===== config.mk =====
export PLATFORM = sky130hd
export DESIGN_NAME = seg_scan_driver
export DESIGN_NICKNAME = d
export VERILOG_FILES = /design/src/rtl/seg_scan_driver.sv
export SDC_FILE = /design/constraint.sdc
export NUM_CORES = 1
export LEC_CHECK = 0
export CELL_PAD_IN_SITES_DETAIL_PLACEMENT = 1
export CELL_PAD_IN_SITES_GLOBAL_PLACEMENT = 2
export CORE_ASPECT_RATIO = 1.25
export CORE_MARGIN = 3
export CORE_UTILIZATION = 25
export CTS_CLUSTER_SIZE = 40
export DETAILED_ROUTE_END_ITERATION = 8
export PLACE_DENSITY_LB_ADDON = 0.1
export SYNTH_ARGS = -nofsm -noshare
export SYNTH_HDL_FRONTEND = slang
export SYNTH_SLANG_ARGS = --single-unit

===== constraint.sdc =====
create_clock -name clock -period 3.8 [get_ports clock]
set_input_delay 0.95 -clock clock [delete_from_list [all_inputs] [get_ports clock]]
set_output_delay 0.95 -clock clock [all_outputs]
set_load 0.005 [all_outputs]

===== src/rtl/seg_scan_driver.sv =====
// Multiplexed seven-segment scanner: tear-free double-buffered digits, 16-level PWM dimming.
// Define SEG_BLINK_EN to add per-digit blinking; without it blink_mask is accepted and ignored.
module seg_scan_driver #(
    parameter int DIGITS       = 4,
    parameter int SCAN_DIV     = 100_000,
    parameter int BLINK_FRAMES = 250
) (
    input  logic                  clock,
    input  logic                  rst,
    input  logic [4*DIGITS-1:0]   digit_val,
    input  logic [DIGITS-1:0]     digit_en,
    input  logic [DIGITS-1:0]     dp_in,
    input  logic [DIGITS-1:0]     blink_mask,
    input  logic                  load,
    input  logic [3:0]            brightness,
    output logic [DIGITS-1:0]     an,
    output logic [6:0]            seg,
    output logic                  dp,
    output logic                  frame_start,
    output logic                  pending
);

    localparam int SUB_DIV = SCAN_DIV / 16;
    localparam int SUB_W   = (SUB_DIV > 1) ? $clog2(SUB_DIV) : 1;
    localparam int IDX_W   = (DIGITS > 1) ? $clog2(DIGITS) : 1;

    localparam logic [SUB_W-1:0] SUB_LAST = SUB_W'(SUB_DIV - 1);
    localparam logic [IDX_W-1:0] IDX_LAST = IDX_W'(DIGITS - 1);

    typedef struct packed {
        logic [4*DIGITS-1:0] val;
        logic [DIGITS-1:0]   en;
        logic [DIGITS-1:0]   dp;
    } disp_set_t;

    function automatic logic [6:0] decode(input logic [3:0] v);
        logic [6:0] s;
        case (v)
            4'h0: s = 7'h40;
            4'h1: s = 7'h79;
            4'h2: s = 7'h24;
            4'h3: s = 7'h30;
            4'h4: s = 7'h19;
            4'h5: s = 7'h12;
            4'h6: s = 7'h02;
            4'h7: s = 7'h78;
            4'h8: s = 7'h00;
            4'h9: s = 7'h10;
            4'hA: s = 7'h08;
            4'hB: s = 7'h03;
            4'hC: s = 7'h46;
            4'hD: s = 7'h21;
            4'hE: s = 7'h06;
            default: s = 7'h0E;
        endcase
        return s;
    endfunction

    // The slot counter is split into a PWM sub-phase (upper) and a prescaler (lower),
    // so sub = slot / (SCAN_DIV/16) needs no divider.
    logic [SUB_W-1:0] sub_cnt;
    logic [3:0]       sub;
    logic [IDX_W-1:0] idx;
    logic             sub_last;
    logic             slot_last;
    logic             boundary;

    assign sub_last  = (sub_cnt == SUB_LAST);
    assign slot_last = sub_last && (sub == 4'hF);
    assign boundary  = slot_last && (idx == IDX_LAST);

    // NOTE: sequential state uses non-blocking assignments so every register samples pre-edge values.
    always_ff @(posedge clock or posedge rst) begin
        if (rst) begin
            sub_cnt <= '0;
            sub     <= '0;
            idx     <= '0;
        end else begin
            if (sub_last) begin
                sub_cnt <= '0;
                sub     <= sub + 4'd1;
            end else begin
                sub_cnt <= sub_cnt + SUB_W'(1);
            end
            if (slot_last) begin
                idx <= (idx == IDX_LAST) ? '0 : idx + IDX_W'(1);
            end
        end
    end

    disp_set_t in_set;
    disp_set_t staging;
    disp_set_t active;

    assign in_set = '{val: digit_val, en: digit_en, dp: dp_in};

    // NOTE: both display sets are reset so the panel stays dark until the first load.
    always_ff @(posedge clock or posedge rst) begin
        if (rst) begin
            staging <= '0;
            active  <= '0;
            pending <= 1'b0;
        end else if (boundary) begin
            if (load) begin
                active <= in_set;
            end else if (pending) begin
                active <= staging;
            end
            pending <= 1'b0;
        end else if (load) begin
            staging <= in_set;
            pending <= 1'b1;
        end
    end

    logic [DIGITS-1:0] blank_mask;

`ifdef SEG_BLINK_EN
    localparam int BF_W = (BLINK_FRAMES > 1) ? $clog2(BLINK_FRAMES) : 1;
    localparam logic [BF_W-1:0] BF_LAST = BF_W'(BLINK_FRAMES - 1);

    logic [BF_W-1:0]   blink_cnt;
    logic              blink_phase;
    logic [DIGITS-1:0] blink_stg;
    logic [DIGITS-1:0] blink_act;

    // Blink masks follow the same staging/active path as the digits; the phase
    // only changes on frame boundaries so a digit never blinks mid-frame.
    always_ff @(posedge clock or posedge rst) begin
        if (rst) begin
            blink_cnt   <= '0;
            blink_phase <= 1'b0;
            blink_stg   <= '0;
            blink_act   <= '0;
        end else if (boundary) begin
            if (load) begin
                blink_act <= blink_mask;
            end else if (pending) begin
                blink_act <= blink_stg;
            end
            if (blink_cnt == BF_LAST) begin
                blink_cnt   <= '0;
                blink_phase <= ~blink_phase;
            end else begin
                blink_cnt <= blink_cnt + BF_W'(1);
            end
        end else if (load) begin
            blink_stg <= blink_mask;
        end
    end

    assign blank_mask = blink_phase ? blink_act : '0;
`else
    logic unused_blink;

    assign unused_blink = ^blink_mask;
    assign blank_mask   = '0;
`endif

    logic pwm_on;
    logic lit;
    logic boundary_d;

    assign pwm_on = (sub < brightness);
    assign lit    = active.en[idx] && pwm_on && !blank_mask[idx];

    // frame_start is delayed twice: once to reach the first digit-0 state, once more
    // to line up with the registered pins.
    always_ff @(posedge clock or posedge rst) begin
        if (rst) begin
            an          <= '1;
            seg         <= 7'h7F;
            dp          <= 1'b1;
            boundary_d  <= 1'b0;
            frame_start <= 1'b0;
        end else begin
            boundary_d  <= boundary;
            frame_start <= boundary_d;
            if (lit) begin
                an  <= ~(DIGITS'(1) << idx);
                seg <= decode(active.val[idx*4 +: 4]);
                dp  <= ~active.dp[idx];
            end else begin
                an  <= '1;
                seg <= 7'h7F;
                dp  <= 1'b1;
            end
        end
    end

endmodule


# Yosys cells after proc, flatten, opt, wreduce, memory -nomap -nowiden
# Memories as Yosys holds them, arrays and structs flattened.
# Cells that the tools add are included.
# word_totals
reg_bits	82
romBits	112
input_bits	35
out_inout_bits	14
elab_cells	53
n_memories	1
# memory_table
memory	words	word_bits	read_ports	rd_clocked_by_memory_dff	wr	line_no	rtl
(name not given)	16	7	1	0	0	38	case (v)
# op_classes
add_sub_neg	3
n_lt_le_gt_ge	2
n_eq_ne	3
n_shift	2
n_mux	15
bitwise_logic	3
n_reduce_logical	9
# op_table
cell	n
24-bit 2-to-1 mux	2
16-bit by 5-bit variable part select with 4-bit output	1
13-bit by 1-bit adder with 13-bit output, second input constant	1
13-bit equality test, second input constant	1
13-bit 2-to-1 mux	1
7-bit 2-to-1 mux	1
1-bit binary-select mux with 2-bit select	3
1-bit 2-to-1 mux	6
4-bit by 1-bit adder with 4-bit output, second input constant	1
4-bit equality test, second input constant	1
1-bit logical AND	4
4-bit less-than comparator	1
4-bit 2-to-1 mux	1
4-bit NOT	1
2-bit AND reduction	2
2-bit nonzero test	2
1-bit by 2-bit << shifter with 4-bit output, first input constant	1
2-bit by 3-bit less-than comparator with 1-bit output, second input constant	1
2-bit by 1-bit adder with 2-bit output, second input constant	1
2-bit equality test, second input constant	1
2-bit 2-to-1 mux	1
1-bit NOT	2
1-bit logical NOT	1

# Depth between registers and ports, before layout
# logic_depth
depth_word	5
ltp_mapped	8
ltp_nobuf	7

# Least setup slack after synthesis
# Ideal clock, no wire load.
# synth_path
path_kind	reg-to-reg
from	reg idx[0]
to	reg seg[3]
setup_ns	0.080
arrival_ns	2.004
required_time_ns	3.720
path_slack_ns	1.716
stages_incl_launch_ff	8
path_buffers	1
period_less_slack_ns	2.084
path_cell_list	dfrtp_1 > buf_4 > mux4_2 > inv_1 > ha_1 > inv_1 > mux4_2 > nand2b_1
# synth_via
elab_chain_len	5
# synth_rtl
item	line_no	rtl
start, declared	63	logic [IDX_W-1:0] idx;
start signal, assigned	86	idx <= (idx == IDX_LAST) ? '0 : idx + IDX_W'(1);
branches (longest 4 deep; another with memory 16 x 7 bit)	--	
7-bit 2-to-1 mux (*)	179	if (lit) begin
end signal, assigned	181	seg <= decode(active.val[idx*4 +: 4]);
end, declared	17	output logic [6:0] seg,
# Mark *: on every way between the ends. The select of a mux whose other input is x is not followed.
# A chain may end at the register's enable or synchronous reset.

# Final worst setup path
# layout_path
from	in brightness[1]
to	reg seg[4]
# layout_via
elab_chain_len	4
# layout_rtl
item	line_no	rtl
start, declared	15	input logic [3:0] brightness,
4-bit less-than comparator	164	assign pwm_on = (sub < brightness);
1-bit logical AND (2 in a row)	165	assign lit = active.en[idx] && pwm_on && !blank_mask[idx];
7-bit 2-to-1 mux	179	
# No other way between the ends.

==> impl_results.md <==
- Status: complete, no violations
- Power Dens Cells: 370 mW/mm²
- Die Ht: about 150 µm
- Clk_lat worst skew: 0.34 ns
- Hold slack: ~0.35 ns
- Reg2reg end: staging[23]$_DFFE_PP0P_
- Final Cycle Share: approximately 62%
- DRT iter0 DRCs: 125
- DRC viols: 0
- Routability cong.: roughly 0.70
- Critical path class: primary input to flop
- Row count: 53
- Crit path DAT: 2.61 ns
- Post-synth EDFFs: 0
- Synth Warn #: 0
- Placed insts: 620
- Port bufs: 44
- #FFs+latches synth: 82
- Final non-filler cell total: 636
- Post-Route WL: 10.8 mm
- Unrepaired setup endpoints after global routing: false
- Filler cells: 1902
- Slew at the pin with the worst max-slew slack: 0.718 ns
- Setup TNS: 0 ns
- Synthesized instance count: 371
- Clk buf depth: 2
- Relative slew slack: 52.0%
- Std-Cell Core Area: roughly 0.017 mm²
- NumNets Final: around 460
- GR Util All Layers: about an eighth
- Cell variety after synth: slightly above 50
- Number of vias per cell: 4.72
- Overall via count from detail_route: around 3000
- Mapped cell area: 0.00432 mm²
- R2r setup slk: roughly 1.5 ns
- N_diodes: 0
- Worst r2r src: sub_cnt[8]$_DFF_PP0_
- Area Overhead vs Synth: 21.7%
- Die footprint: 0.0189 mm²
- Hold Startpoint: boundary_d$_DFF_PP0_
- First-pass GRT wire length: 18.3 mm
- Initial antenna violation count: 0
- Cts hold-fix bufs: 0
- TritonCTS Buffers: 9
- Max-Cap Viols: 0
- Final slew viol count: 0
- Mux cell area share after synthesis: between 10% and 20%
- Hold Path Depth: 0
- Clock slew at reported path FFs: roughly 0.060 ns
- CTS root buffer: clkbuf_16
- Compound-gate portion of the synthesized area: approximately an eighth
- Pin count of the biggest net entering global routing: 44
- Sink Count: 82
- Final setup viols: 0
- Peak supply drop: between 0.15 and 0.2 mV
- CTS H-tree depth: 3
- TritonCTS clock tree: built
- Hold Path Class: flop to flop
- Post-DP Area: between 0.004 and 0.005 mm²
- Fmax: between 400 and 500 MHz
- Final min period: 2.37 ns
- WL per Instance: 17.0 µm
- Reg2Reg Depth: 4
- Layout cells sized above 1: about a fifth
- Largest family of logic cells by synthesized area: simple AND/OR/NAND/NOR gates
- Post-synthesis simple-gate area fraction: a little over an eighth
- Post-Synth Adder-Cell Area: under 10%
- Register area: 0.00207 mm²
- 1st-pass router iterations: 4
- Finished Cell Area: about 0.0053 mm²
- Post-Synth XOR/XNOR Area: between 2 and 3%
- Clock skew: ~0.0097 ns
- Synth Flop Type: dfrtp_1
- Worst Path Required: between 4 and 5 ns
- Lkg Pwr: approximately 2.3 nW
- Vias in the first global route: ~3400
- Post-Syn Nets: ~420
- Capturing element type of the critical path: flop
- Async set-reset flop share out of synthesis: between 90% and 100%
- Crit Path Max Fanout: 12
- Starting Density: 25.6%
- Die X: 124 µm
- Total gr overflow: 0
- Startpoint types: primary input
- DP Wirelength: about 7 mm
- Seq/Total Area, Yosys: between 40% and 50%
- PostCTS Resize Cnt: 0
- Post-route ant nets: 0
- Final Hold Viols: 0
- Area of the multi-input gates: between 0.0015 and 0.002 mm²
- Mean Syn Cell Area: around 12 µm²
- Finished Core Util: between 30 and 40%
- # Post-CTS Setup Buffers: 0
- Hold Path End: frame_start$_DFF_PP0_
- I/O pins: 49
[where the power goes]
| part | switching [mW] | internal (mW) |
|---|---|---|
| Clock | 0.370 | 0.515 |
| Sequential | 0.0142 | 0.910 |
| Combinational | 0.0627 | 0.0745 |
[Yosys cell counts (4+ instances only)]
library cell  number  share of area, %
xnor2_1            8               1.6
o221a_2            7               1.8
dfstp_2           12               7.3
buf_6              6               1.6
mux2_2            26               6.8
inv_1             29               2.5
buf_2              5              0.58
ha_1              16               4.6
mux2_1             4               1.0
nand2b_1          22               3.2
and3b_1            7               1.4
o221a_1           10               2.6
nand3_1            6              0.70
xor2_1             5               1.0
dfrtp_1           70                41
o2bb2ai_1          7               1.4
mux2i_1            6               1.4
nor2_1            28               2.4
a21oi_1            9               1.0
and4_1             4              0.81
mux4_2             6               3.1
nand2_1           14               1.2
clkbuf_1           8              0.70
a31oi_1           17               2.5
[stage by stage]
stage	power (mW)	worst slack, ns
CTS	2.00	1.39
floorplan	1.01	0.761
detailed placement	1.08	1.00
global placement	1.08	1.01
global route	2.04	1.28
finish	1.95	1.43
[layout by cell type (no fill, tap or decap), types with 9 or more instances in the layout]
| cell type | netlist | layout |
|---|---|---|
| clkbuf_16 | 0 | 9 |
| nand2_1 | 14 | 14 |
| ha_1 | 16 | 16 |
| mux2_2 | 26 | 26 |
| nor2_1 | 28 | 28 |
| inv_1 | 29 | 28 |
| nand2b_1 | 22 | 22 |
| o221a_1 | 10 | 10 |
| clkdlybuf4s50_1 | 0 | 44 |
| a31oi_1 | 17 | 17 |
| dfstp_2 | 12 | 12 |
| dfrtp_1 | 70 | 70 |
| a21oi_1 | 9 | 9 |
[critical path, stage by stage]
cell	delay [ns]
clkdlybuf4s50_1	0.45
inv_1	0.05
ha_1	0.28
a211oi_1	0.21
o211a_1	0.46
o221ai_1	0.20
[final cells by class]
cell class | instances | share of cell area, %
clock buffer | 13 | 5.33
multi-input combinational | 237 | 37.9
clock inverter | 3 | 0.405
sequential | 82 | 39.3
timing repair buffer | 51 | 9.62
inverter | 30 | 2.19
tap | 220 | 5.24
[worst max-delay path by stage]
stage	from	endpoint	slack, ns	depth (start not counted)
floorplan	rst	active[0]$_DFFE_PP0P_	0.76	1
global placement	brightness[1]	seg[4]$_DFF_PP1_	1.01	6
detailed placement	brightness[1]	seg[4]$_DFF_PP1_	1.0	6
CTS	brightness[1]	seg[4]$_DFF_PP1_	1.39	6
global route	brightness[1]	seg[4]$_DFF_PP1_	1.28	6
finish	brightness[1]	seg[4]$_DFF_PP1_	1.43	6
[flip-flops by register name, summed over array words and instances (netlist names)]
register,cells
active,24
staging,24
sub_cnt,13
seg,7
an,4
sub,4
idx,2
boundary_d,1
dp,1
frame_start,1
pending,1
[cells by family (layout without fill, tap and decap cells)]
logic type | count (synthesis) | after routing
buffers and inverters | 52 | 97
xor gates and xnor gates | 13 | 13
muxes | 43 | 43
adders and majority gates | 16 | 16
and+or+nand+nor | 99 | 99
DFF | 82 | 82
AOI/OAI and AO/OA | 66 | 66
[metal layers]
layer,global-route usage [%],routed length (µm),part of all wire (%),vias to the layer above
li1,-,-,-,1411
met2,20.8,5360,50,37
met1,16.2,5000,46,1541
met3,1.63,234,2.2,12
met5,0,0,0,-
met4,5.70,236,2.2,0
(Power assumes the default switching activity.)
==> patch, RTL diff (config.mk and constraints unchanged) <==
`SCAN_DIV`: 100_000 -> 25_000.
--- a/src/rtl/seg_scan_driver.sv
+++ b/src/rtl/seg_scan_driver.sv
@@ -2,7 +2,7 @@
 // Define SEG_BLINK_EN to add per-digit blinking; without it blink_mask is accepted and ignored.
 module seg_scan_driver #(
     parameter int DIGITS       = 4,
-    parameter int SCAN_DIV     = 100_000,
+    parameter int SCAN_DIV     = 25_000,
     parameter int BLINK_FRAMES = 250
 ) (
     input  logic                  clock,
Behaviour: no difference found for any inputs over 10 cycles, from zero or initial values and one cycle with rst high; that may be too few to reach the edited logic, so the function may still have changed.
==> patch against the unedited design <==
- wire length is 22% lower
- design area fell by 6.4%
- combinational power fell by 8%
- total power rose by 2.9%
- synthesized area shrank 8.9%
- global-route usage down 2.2 points
- worst setup slack got worse by 0.18 ns
- sequential cell count down 2
- utilization rose by 1.1 points
- via count shrank 20%
- critical endpoint is now staging[12]
- synthesized cell count is 22% lower
==> patch: results (changes against the unedited design) <==
Synth cell count leaders: dfrtp_1, mux2_2, mux2_1 (was dfrtp_1, inv_1, nor2_1)
Inserted Diodes: 0 (unchanged)
Post-CTS setup buffers: 0 (unchanged)
Number of CTS-inserted buffers: 9 (unchanged)
VDD IR max: 0.000134 V (was 0.000155 V)
Largest net degree at the start of global routing: 44 (unchanged)
DR WL/cell: 15.2 microns (was 17.0 microns)
Cell count after synthesis: 291 (was 371)
# port buffers: 44 (unchanged)
Gates resized, CTS repair: 0 (unchanged)
Total wire length: 8400 microns (was 10800 microns)
Register area share after synthesis: 51.3% (was 47.9%)
Top Registers: active x24, staging x24, sub_cnt x11 (was active x24, staging x24, sub_cnt x13)
Worst slew pin tran: 0.846 ns (was 0.718 ns)
Syn nets: 342 (was 422)
Reg clk slew, reported paths: 0.06 ns (about the same)
Vias in the first global route: 2663 (was 3354)
Worst slack, placed: 0.953 ns (was 1.00 ns)
Clk_skew: 0.00843 ns (was 0.00972 ns)
Post-DP HPWL: 5820 microns (was 7090 microns)
RePlAce Congestion: 0.711 (was 0.702)
Drt pass-1 iters: 4 (unchanged)
Crit path DAT: 2.76 ns (was 2.61 ns)
Fillcell total: 1627 (was 1902)
Post-synthesis cell type count: 40 (was 51)
Cell Area, Placed: 0.00458 sq mm (was 0.00495 sq mm)
FFs w/ async S/R, synth: 100% (unchanged)
Root buffer cell: clkbuf_16 (unchanged)
Synth warnings: 0 (unchanged)
GR Util All Layers: 10.4% (was 12.6%)
Status: complete, no violations (unchanged)
Initial antenna violation count: 0 (unchanged)
Fin crit period: 2.54 ns (was 2.37 ns)
CTS max path bufs: 2 (unchanged)
H-tree depth: 3 (unchanged)
NumNets Final: 389 (was 462)
Starting DRT DRC Count: 45 (was 125)
Psw: 409 uW (was 447 uW)
Leakage power: 2.10 nW (was 2.32 nW)
Ranking of synthesized cells by area: dfrtp_1, mux2_2, dfstp_2 (was dfrtp_1, dfstp_2, mux2_2)
Worst-path maximum fanout: 24 (was 12)
Worst-skew pair later-pin latency: 0.34 ns (about the same)
Placed cell count: 535 (was 620)
Global-route wire length before repair: 14000 microns (was 18300 microns)
Worst hold path class: flop to flop (unchanged)
Layout area overhead: 25.0% (was 21.7%)
Routed via count: 2386 (was 3001)
Layout cell share with drive strength beyond 1: 28.3% (was 19.7%)
## patch: changes by cell type after synthesis, moves of 10 or more
cell	delta
o221a_1	-10
inv_1	-17
nand2b_1	-17
mux2_2	+28
nor2_1	-14
a31oi_1	-17
mux2_1	+20
## patch: power groups by stage
stage	Combinational, mW	Sequential [mW]	Clock, mW
after floorplan	0.0777	0.901	0
after global placement	0.131	0.903	0
after detailed placement	0.132	0.904	0
after CTS	0.133	0.889	1.03
after global routing	0.142	0.892	1.06
final	0.126	0.889	0.987
## patch: layout make-up
type	instances	share of cell area [%]
clock buffers	10	4.66
well taps	208	5.29
flip-flops and latches	80	41.0
multi-input cells	185	36.0
inverters	12	0.942
clock inverters	6	2.19
repair buffers	50	9.88
## patch: metal layers
metal,vias to the layer above,GRT usage (%),share of wire [%]
met2,30,17.3,51
met4,0,5.28,1.8
met3,8,2.13,2.8
li1,1119,-,-
met1,1229,12.7,45
met5,-,0,0
## patch: cell families (layout without fill, tap and decap cells)
group | after synthesis | count (layout) | share of synthesized area (%)
AOI/OAI and AO/OA | 12 | 12 | 2.36
xor gates and xnor gates | 14 | 14 | 3.12
adders and majority gates | 16 | 16 | 5.09
buffers and inverters | 26 | 78 | 3.66
DFF | 80 | 80 | 51.3
muxes | 90 | 90 | 27.3
and+or+nand+nor | 53 | 53 | 7.16
## patch: final timing paths
kind / startpoint / end / cells after the start
worst max-delay path: sub_cnt[2] / staging[12] / 5
min in group asynchronous: rst / active[7] / 3
worst min register to register: boundary_d / frame_start / 0
worst min-delay path: boundary_d / frame_start / 0
max in group asynchronous: rst / active[18] / 3
worst max register to register: sub_cnt[2] / staging[12] / 5
## patch: critical path, cell delays in order, from the launching register on
cell and delay, ns:
dfrtp_1 0.44, or4_4 0.57, nor3_4 0.11, buf_4 0.24
a21bo_2 0.65, mux2_2 0.41
## patch: stage by stage
stage / total power [mW] / utilization (%) / hold slack [ns]
after CTS: 2.05 / 32.3 / 0.360
after floorplan: 0.979 / - / 0.331
final: 2.00 / 32.3 / 0.356
after detailed placement: 1.04 / 30.1 / 0.353
after global routing: 2.09 / 32.3 / 0.371
after global placement: 1.03 / 30.1 / 0.346
